[src/rtl/mult_result_bcd_if.sv]
// Handshake and result bundle between the multiplier-side controller and the BCD result stage.
interface mult_result_bcd_if #(
    parameter int unsigned WIDTH  = 12,
    parameter int unsigned DIGITS = 4
);
    logic                  start;
    logic [WIDTH-1:0]      c;
    logic                  neg;
    logic [4*DIGITS-1:0]   bcd;
    logic                  sign;
    logic                  busy;
    logic                  done;

    modport master (
        output start, c, neg,
        input  bcd, sign, busy, done
    );

    modport slave (
        input  start, c, neg,
        output bcd, sign, busy, done
    );
endinterface

[src/rtl/mult_result_bcd.sv]
// Converts the multiplier's magnitude to packed BCD (double-dabble, one bit per clock)
// and presents a latched, display-ready sign/result.
module mult_result_bcd #(
    parameter int unsigned WIDTH  = 12,
    parameter int unsigned DIGITS = 4,
    parameter int unsigned CNT_W  = 4
) (
    input  logic              clk,
    input  logic              rst,
    mult_result_bcd_if.slave  bus
);

    typedef enum logic [1:0] {IDLE, SHIFT, FINISH, HOLD} state_t;

    state_t                state, state_nx;
    logic [WIDTH-1:0]      bin;
    logic [4*DIGITS-1:0]   work, work_adj;
    logic [CNT_W-1:0]      cnt;
    logic                  neg_l, nz;
    logic [4*DIGITS-1:0]   bcd_q;
    logic                  sign_q, busy_q, done_q;
    logic                  busy_nx, done_nx;
    logic                  last_shift;

    assign last_shift = (cnt == CNT_W'(WIDTH - 1));

    always_ff @(posedge clk or posedge rst) begin
        if (rst) state <= IDLE;
        else     state <= state_nx;
    end

    always_comb begin
        state_nx = state;
        case (state)
            IDLE:    if (bus.start) state_nx = SHIFT;
            SHIFT:   if (last_shift) state_nx = FINISH;
            FINISH:  state_nx = HOLD;
            HOLD:    if (!bus.start) state_nx = IDLE;
            default: state_nx = IDLE;
        endcase
    end

    // Flags are registered from the upcoming state so they line up with the state they describe.
    always_comb begin
        busy_nx = (state_nx == SHIFT);
        done_nx = (state == FINISH);
    end

    always_comb begin
        logic [3:0] nib;
        work_adj = work;
        nib      = '0;
        for (int unsigned i = 0; i < DIGITS; i++) begin
            nib = work[4*i +: 4];
            work_adj[4*i +: 4] = (nib >= 4'd5) ? nib + 4'd3 : nib;
        end
    end

    always_ff @(posedge clk or posedge rst) begin
        if (rst) begin
            bin    <= '0;
            work   <= '0;
            cnt    <= '0;
            neg_l  <= 1'b0;
            nz     <= 1'b0;
            bcd_q  <= '0;
            sign_q <= 1'b0;
            busy_q <= 1'b0;
            done_q <= 1'b0;
        end else begin
            busy_q <= busy_nx;
            done_q <= done_nx;
            case (state)
                IDLE: begin
                    if (bus.start) begin
                        bin   <= bus.c;
                        neg_l <= bus.neg;
                        nz    <= |bus.c;
                        work  <= '0;
                        cnt   <= '0;
                    end
                end
                SHIFT: begin
                    {work, bin} <= {work_adj, bin} << 1;
                    cnt         <= cnt + CNT_W'(1);
                end
                FINISH: begin
                    bcd_q  <= work;
                    sign_q <= neg_l & nz;
                end
                default: ;
            endcase
        end
    end

    assign bus.bcd  = bcd_q;
    assign bus.sign = sign_q;
    assign bus.busy = busy_q;
    assign bus.done = done_q;

endmodule

[src/flat_wrapper.sv]
// flat-port wrapper written by rule: the top's interface ports become plain ports
module mult_result_bcd_flat 
#(
    parameter int unsigned WIDTH  = 12,
    parameter int unsigned DIGITS = 4,
    parameter int unsigned CNT_W  = 4
)
  (clk, rst, bus_start, bus_c, bus_neg, bus_bcd, bus_sign, bus_busy, bus_done);
  mult_result_bcd_if #(.WIDTH(WIDTH), .DIGITS(DIGITS)) bus_i ();
  input  logic clk;
  input  logic rst;
  input wire logic [$bits(bus_i.start)-1:0] bus_start;
  input wire logic [$bits(bus_i.c)-1:0] bus_c;
  input wire logic [$bits(bus_i.neg)-1:0] bus_neg;
  output wire logic [$bits(bus_i.bcd)-1:0] bus_bcd;
  output wire logic [$bits(bus_i.sign)-1:0] bus_sign;
  output wire logic [$bits(bus_i.busy)-1:0] bus_busy;
  output wire logic [$bits(bus_i.done)-1:0] bus_done;
  assign bus_i.start = bus_start;
  assign bus_i.c = bus_c;
  assign bus_i.neg = bus_neg;
  assign bus_bcd = bus_i.bcd;
  assign bus_sign = bus_i.sign;
  assign bus_busy = bus_i.busy;
  assign bus_done = bus_i.done;
  mult_result_bcd #(.WIDTH(WIDTH), .DIGITS(DIGITS), .CNT_W(CNT_W)) u_core (.clk(clk), .rst(rst), .bus(bus_i));
endmodule
[config.mk]
export PLATFORM = sky130hd
export DESIGN_NAME = mult_result_bcd_flat
export DESIGN_NICKNAME = d
export VERILOG_FILES = /design/src/rtl/mult_result_bcd_if.sv /design/src/rtl/mult_result_bcd.sv /design/src/flat_wrapper.sv
export SDC_FILE = /design/constraint.sdc
export NUM_CORES = 1
export LEC_CHECK = 0
export ABC_AREA = 0
export BUFFER_PORTS_ARGS = -buffer_cell sky130_fd_sc_hd__buf_2
export CORE_MARGIN = 10
export CORE_UTILIZATION = 57
export CTS_CLUSTER_SIZE = 40
export DETAILED_ROUTE_END_ITERATION = 12
export GPL_TIMING_DRIVEN = 0
export PLACE_DENSITY = 0.78
export SYNTH_ARGS = -nofsm -noshare
export SYNTH_HDL_FRONTEND = slang
export SYNTH_SLANG_ARGS = --single-unit
[constraint.sdc]
create_clock -name clk -period 1.55 [get_ports clk]
set_input_delay 0.0775 -clock clk [delete_from_list [all_inputs] [get_ports clk]]
set_output_delay 0.0775 -clock clk [all_outputs]
set_load 0.01 [all_outputs]
Word-level counts from Yosys, hierarchy flattened
Cells that the tools add are included.
{"block": "totals", "ff_bits": 55, "latch_bits": 0, "mem_bits_rw": 0, "mem_bits_ro": 0, "out_inout_bits": 19, "n_memories": 0}
{"block": "classes", "n_addsub": 5, "multipliers": 0, "div_mod_pow": 0, "n_lt_le_gt_ge": 4, "n_eq_ne": 6, "n_shift": 0, "mux": 14, "n_bitwise": 1, "n_reduce_logical": 5}
{"cell": "16-bit one-hot mux with 2 select lines", "count": 1}
{"cell": "12-bit one-hot mux with 2 select lines", "count": 1}
{"cell": "4-bit by 3-bit greater-or-equal comparator with 1-bit output (second input constant)", "count": 4}
{"cell": "16-bit 2-to-1 mux", "count": 1}
{"cell": "4-bit 2-to-1 mux", "count": 4}
{"cell": "4-bit by 2-bit adder with 4-bit output (second input constant)", "count": 3}
{"cell": "12-bit 2-to-1 mux", "count": 1}
{"cell": "12-bit OR reduction", "count": 1}
{"cell": "2-bit one-hot mux with 4 select lines", "count": 1}
{"cell": "4-bit one-hot mux with 2 select lines", "count": 1}
{"cell": "2-bit 2-to-1 mux", "count": 3}
{"cell": "4-bit by 1-bit adder with 4-bit output (second input constant)", "count": 1}
{"cell": "2-bit by 1-bit == test with 1-bit output (second input constant)", "count": 2}
{"cell": "2-bit == test (second input constant)", "count": 2}
{"cell": "4-bit == test (second input constant)", "count": 1}
{"cell": "2-bit AND reduction", "count": 2}
{"cell": "3-bit by 2-bit adder with 3-bit output (second input constant)", "count": 1}
{"cell": "3-bit 2-to-1 mux", "count": 1}
{"cell": "2-bit zero test", "count": 1}
{"cell": "2-bit inequality test (second input constant)", "count": 1}
{"cell": "2-bit nonzero test", "count": 1}
{"cell": "1-bit AND", "count": 1}

Longest topological paths before layout
Gate-level depths: netlist of run 1.
{"block": "depth", "ltp_word": 4, "depth_mapped": 6, "ltp_nobuf": 6}

Least setup slack after synthesis of run 1
No wires, ideal clock.
{"block": "synth_timing", "path_kind": "register to register", "startpoint": "register u_core.work[0]", "endpoint": "register u_core.work[2]", "arrival_time_ps": 1207, "path_slack_ps": 222, "stages_incl_launch_ff": 7, "n_path_buf": 0, "cell_sequence": "dfrtp_1 -> inv_1 -> ha_1 -> nand2b_1 -> a21oi_4 -> mux2i_1 -> a22o_1"}
{"block": "synth_via", "elab_chain_len": 3, "elab_cells_between_ends": 4, "cone_classes": "add/sub (1); order compare (1); mux (2)"}
{"element": "from (decl)", "line": "mult_result_bcd.sv:17", "rtl": "logic [4*DIGITS-1:0] work, work_adj;"}
{"element": "from (signal assigned)", "line": "mult_result_bcd.sv:84", "rtl": "{work, bin} <= {work_adj, bin} << 1;"}
{"element": "4-bit by 2-bit adder with 4-bit output / 4-bit by 3-bit greater-or-equal comparator with 1-bit output (equally long branches)", "line": "mult_result_bcd.sv:55", "rtl": "work_adj[4*i +: 4] = (nib >= 4'd5) ? nib + 4'd3 : nib;"}
{"element": "4-bit 2-to-1 mux *", "line": "mult_result_bcd.sv:55"}
{"element": "16-bit one-hot mux with 2 select lines *", "line": "mult_result_bcd.sv:73", "rtl": "case (state)"}
Mark *: on every way between the ends. The rest lies on a longest branch, timed or not.
A chain may end at the register's enable or synchronous reset.

Worst setup path in the final report of run 1
Same ends and word-level chain as after synthesis.

==> results of run 1 <==
==> through the flow <==
stage / utilization, % / instances
3_3_place_gp: 64.8 / 339
6_report: 68.9 / 350
5_1_grt: 68.9 / 350
2_1_floorplan: - / 253
4_1_cts: 68.4 / 350
3_5_place_dp: 65.3 / 340
==> critical path: stages, from the launching register on <==
cell and delay [ns]:
dfrtp_1 0.43, ha_1 0.21, nand2b_1 0.18, a21oi_4 0.20, mux2i_1 0.20, a22o_1 0.13
==> final cells by class <==
type / instances / area (um^2)
Buffer: 13 / 106
Multi-Input combinational cell: 174 / 1100
Sequential cell: 55 / 1380
Clock buffer: 6 / 82.6
Tap cell: 52 / 65.1
Timing Repair Buffer: 37 / 210
Fill cell: 355 / 1370
Clock inverter: 2 / 35.0
Inverter: 11 / 43.8
==> registers in the layout (all words and copies together) (netlist names) <==
| name | count |
|---|---|
| u_core.bus.sign | 1 |
| u_core.bus.busy | 1 |
| u_core.bus.done | 1 |
| u_core.neg_l | 1 |
| u_core.work | 16 |
| u_core.bus.bcd | 16 |
| u_core.cnt | 4 |
| u_core.state | 2 |
| u_core.nz | 1 |
| u_core.bin | 12 |
==> cells in the final DEF (no fill, tap or decap), types with 6 or more instances in the layout <==
master and instances:
clkbuf_8 6, inv_2 8, a22o_1 8, nor3_1 6, dfrtp_1 55, o21ai_1 21, buf_4 7, a22oi_1 11
o21ai_0 13, buf_2 35, nand2_1 60
==> kinds of logic after synthesis <==
logic type,share of synthesized area (%)
AO/OA/AOI/OAI,17.1
XOR/XNOR,2.02
adder cells (fa/ha/maj),4.32
buffers and inverters,5.76
flip-flops,52.8
multiplexers,2.11
AND/OR/NAND/NOR,15.8
==> per-layer routing <==
metal / global-route usage [%] / share of wire [%] / vias to the layer above
met5: 0 / 0 / -
met4: 5.22 / 1.2 / 0
met3: 2.79 / 4.6 / 7
met2: 25.1 / 46 / 35
met1: 19.1 / 48 / 910
li1: - / - / 950
==> power groups by stage <==
stage / Clock [uW] / Sequential (uW) / Combinational (uW)
after floorplan: 0 / 2480 / 2170
after global placement: 0 / 2450 / 2900
after detailed placement: 0 / 2470 / 2990
after CTS: 1010 / 2440 / 3020
after global routing: 1060 / 2540 / 3440
final: 996 / 2460 / 3020
==> final timing paths <==
check / end / start
hold reg to reg: u_core.bus.bcd[10] / u_core.bus.bcd[10]
min in group asynchronous: u_core.bin[7] / rst
hold / removal: u_core.bin[0] / bus_c[0]
setup / recovery: u_core.work[2] / u_core.work[0]
max in group asynchronous: u_core.bus.bcd[2] / rst
setup reg to reg: u_core.work[2] / u_core.work[0]
==> timing repair <==
action | 4_1_cts | 5_1_grt
hold endpoints to repair | 22 | 0
hold buffers | 2 | 0
resized for setup | 0 | 11
endpoints found under the setup margin | 0 | 4
==> impl_metrics.ini, run 1 <==
[placement]
io_buffer_count = 34
gp_congestion = 0.801
pre_cts_ws_ns = 0.0937
dpl_cell_area_um2 = 2860
dp_hpwl_um = 3930

[logic_synthesis]
seq_area_frac_synth_pct = 52.8
ys_warn_count = 0
synth_edf_count = 0
synth_most_common_cell = nand2_1
synth_cell_type_count = 38
synth_cells = 253
synthFlopType = dfrtp_1
synth.avg_cell_area_um2 = 10.3
netlist_area_um2 = 2610
yosys-top-cells-area = dfrtp_1 (53%), nand2_1 (8.6%), ha_1 (4.3%), o21ai_1 (4.0%), a22oi_1 (3.2%)
synth_fp_nets = 278
synth_common_cells = nand2_1 (60), dfrtp_1 (55), o21ai_1 (21)
async_flop_share_pct = 100
synth_top_area_share_pct = 52.8
yosysTopAreaCell = dfrtp_1
yosys_register_bits = 55

[power_and_ir_drop]
p_sw_share_pct = 39.7
p_leak_uw = 0.00148
p_int_uw = 3900
irDropWorstVdd_mv = 1.05
combPwrFrac_pct = 46.7
power_density_nw_per_um2 = 2140
total_power_uw = 6470
seqPwrFrac_pct = 38.0
p_sw_uw = 2570
pwr-share-clk_pct = 15.4

[routing]
dr.pass1.iters = 4
wl_per_cell_um = 15.4
vias = 1902
route.detailed.drc = 0
antenna_left = 0
wirelength_um = 5380
first_iter_violations = 83
via_per_inst = 5.43

[global_routing]
first_global_vias = 2025
grtUsageTotal_pct = 15.0
grt_pass1_wl_um = 9440
antenna_found_initial = 0
grt_max_degree = 35
overflow = 0

[worst_setup_path]
crit_required_ns = 1.80
path_max_fanout = 4
start_kind = flop
critPathArrivalTime_ns = 1.66
crit_type = reg -> reg
endpoint_kind = flop
rrSetupSlack_ns = 0.14
reg2reg_depth = 5

[timing]
fmax_mhz = 709
skew_ns = 0.00664
final_hold_viol_count = 0
holdWs_ns = 0.0120
setup_ws_ns = 0.139
slew_violations = 0
setup_viol = 0
rsz0062_at_grt = false
layout_min_cycle_time_ns = 1.41
tightest_slew_ns = 0.474
relSlewSlack_pct = 68.4
fin_crit_sh_pct = 91.0
fin_tns_setup_ns = 0

[cts]
clk_pin_slew_ns = 0.09
cts_buffers = 5
clockBufferDepth = 2
cts_sinks = 55
htreeDepth = 2
cts-root-buf = clkbuf_8
clkLatencyLatePin_ns = 0.31
cts_setup_buffers = 0
cts_tree = built

[final_layout]
fin_area_um2 = 3020
area_growth_pct = 15.8
final_net_count = 322
final_layout_size_suffix_gt1_share_pct = 26.2
num_antenna_cells = 0

[status]
status = finished, final reports clean

[die]
dieWidth_um = 87.6
fp.dieH_um = 87.6
pin_count = 35
die_area_um2 = 7680
core-area_um2 = 4380
initial_core_util_pct = 59.4
row_count = 24

[hold_path]
hold_path.class = in -> reg
hold_depth = 2

[run]
maxCapViolations = 0
Note: power is estimated with default switching activity, not from simulation.
==> run 2: changes to the inputs <==
- ABC_AREA: 0 -> 1
- CORE_UTILIZATION: 57 -> 51
- PLACE_DENSITY: 0.78 -> 0.74
- clock period: 1.55 -> 1.2 ns (I/O delays scaled with it)
==> run 2 against run 1 <==
Setup slack got worse by 0.14 ns. Clock power rose by 29%. Highest routed layer unchanged. Critical path type unchanged. Die area increased by 8.3%. Count of clock-buffer cells in the layout stayed put. Final cell count is 29% higher. Flip-flop and latch count unchanged. Synthesized cell count grew 25%.
==> impl_metrics.ini, run 2 <==
[placement]
pre_cts_ws_ns = -0.211
io_buffer_count = 34
dp_hpwl_um = 4040
dp.cells = 417
gp_congestion = 0.796
dpl_cell_area_um2 = 2840

[die]
fp.dieH_um = 91.2
row_count = 25
dieWidth_um = 91.2
die_area_um2 = 8310
initial_core_util_pct = 53.6
core-area_um2 = 4820
pin_count = 35

[timing]
relSlewSlack_pct = 23.4
final_hold_viol_count = 0
setup_viol = 0
setup_ws_ns = 0.00243
tightest_slew_ns = 1.15
rsz0062_at_grt = true
fmax_mhz = 835
slew_violations = 0
skew_ns = 0.00571
layout_min_cycle_time_ns = 1.20
fin_crit_sh_pct = 99.8

[final_layout]
final_common_cell = nand2_1
final_layout_size_suffix_gt1_share_pct = 29.8
num_antenna_cells = 0
fin_area_um2 = 3480
fill_cells = 366
fin_util_pct = 72.2
fin_cells = 450
area_growth_pct = 34.5
final_net_count = 407
mostFrequentLayoutCells = nand2_1 (99), dfrtp_1 (54), buf_2 (36)

[power_and_ir_drop]
irDropWorstVdd_mv = 1.21
combPwrFrac_pct = 52.1
p_sw_share_pct = 42.1
pwr-share-clk_pct = 13.4
power_density_nw_per_um2 = 2740
seqPwrFrac_pct = 34.5
p_leak_uw = 0.00176
p_int_uw = 5510
total_power_uw = 9520
p_sw_uw = 4010

[cts]
cts_tree = built
cts_buffers = 5
clk_pin_slew_ns = 0.10
clkLatencyLatePin_ns = 0.31
cts-root-buf = clkbuf_8
clockBufferDepth = 2
cts_sinks = 55
htreeDepth = 2

[logic_synthesis]
synth.avg_cell_area_um2 = 8.18
synthFlopType = dfrtp_1
yosys-top-cells-area = dfrtp_1 (53%), nand2_1 (16%), nand3_1 (6.6%), o21ai_0 (5.4%), ha_1 (4.4%)
ys_warn_count = 0
synth_fp_nets = 341
async_flop_share_pct = 100
synth_edf_count = 0
seq_area_frac_synth_pct = 53.3
synth_most_common_cell = nand2_1
yosys_register_bits = 55
synth_common_cells = nand2_1 (112), dfrtp_1 (55), nand3_1 (34)
synth_top_area_share_pct = 53.3
synth_cell_type_count = 19
netlist_area_um2 = 2580
yosysTopAreaCell = dfrtp_1
synth_cells = 316

[worst_setup_path]
critPathArrivalTime_ns = 1.39
path_max_fanout = 10
crit_family = flip-flops
path_cells = inv_4 -> nand2_4 -> nand2_4 -> inv_2 -> buf_4 -> nand2_1 -> nand3_1
worst_path_largest_cell_delay_ns = 0.40
endpoint_kind = flop
crit_required_ns = 1.40
critical_path_buf_inv_count = 3
slowest_stage = dfrtp_1
crit_top_cell = nand2_4
start_kind = flop
crit_type = reg -> reg

[routing]
via_per_inst = 5.33
first_iter_violations = 118
wl_per_cell_um = 14.8
wirelength_um = 6650
antenna_left = 0
route.detailed.drc = 0
vias = 2398
dr.pass1.iters = 4

[global_routing]
grt_max_degree = 56
grtUsageTotal_pct = 15.0
antenna_found_initial = 0
overflow = 0
grt_pass1_wl_um = 10400
first_global_vias = 2311

[status]
status = finished, final reports clean

[run]
maxCapViolations = 0

[hold_path]
hold_path.class = in -> async
[run 2: logic make-up after synthesis]
kind of cell    after synthesis  share of synthesized area, %
simple gates                171                          27.6
flops                        55                          53.3
buf+inv                      42                          6.83
compound gates               39                          7.99
fa+ha+maj                     9                          4.36
[run 2: final cells by class]
cell class	instances	area, um^2	area share (%)
Timing Repair Buffer	59	432	12.4
Inverter	32	131	3.78
Clock inverter	2	35.0	1.01
Multi-Input combinational cell	219	1240	35.6
Sequential cell	55	1380	39.6
Buffer	10	96.3	2.77
Clock buffer	6	82.6	2.38
Tap cell	67	83.8	2.41
[run 2: final timing paths]
check | start | to | slack, ns | cells after the start
worst max-delay path | u_core.state[1] | u_core.bin[5] | 0.002 | 7
worst min-delay path | rst | u_core.work[2] | 0.01 | 2
worst max register to register | u_core.state[1] | u_core.bin[5] | 0.002 | 7
worst min register to register | u_core.bus.bcd[6] | u_core.bus.bcd[6] | 0.49 | 2
max in group asynchronous | rst | u_core.state[0] | 0.53 | 2
min in group clk | bus_c[11] | u_core.bin[11] | 0.03 | 3
[run 2: routing by layer]
layer / vias up / GRT usage, % / wire length, um
met5: - / 0 / 0
met4: 0 / 5.22 / 126
met3: 11 / 4.28 / 399
met2: 62 / 26.5 / 3410
met1: 1171 / 16.9 / 2710
li1: 1154 / - / -
[run 2: power groups by stage]
stage	logic (uW)	registers, uW	clock network, uW
floorplan	2400	3280	0
global placement	3380	3190	0
detailed placement	3500	3240	0
CTS	3820	3230	1310
global route	5530	3400	1380
finish	4960	3280	1280
[run 2: what timing repair did]
action,in CTS,in global routing
hold buffers,11,0
endpoints found under the hold margin,11,0
cloned,0,2
resized for setup,25,63
setup endpoints to repair,41,47
setup buffers,4,8
pin swaps,6,17
[run 2: stage by stage]
| step | hold WS, ns | setup TNS (ns) |
|---|---|---|
| after floorplan | 0.134 | 0 |
| after global placement | 0.257 | -1.87 |
| after detailed placement | 0.261 | -2.55 |
| after CTS | 0.000319 | 0 |
| after global routing | 0.0224 | -0.633 |
| final | 0.0149 | 0 |
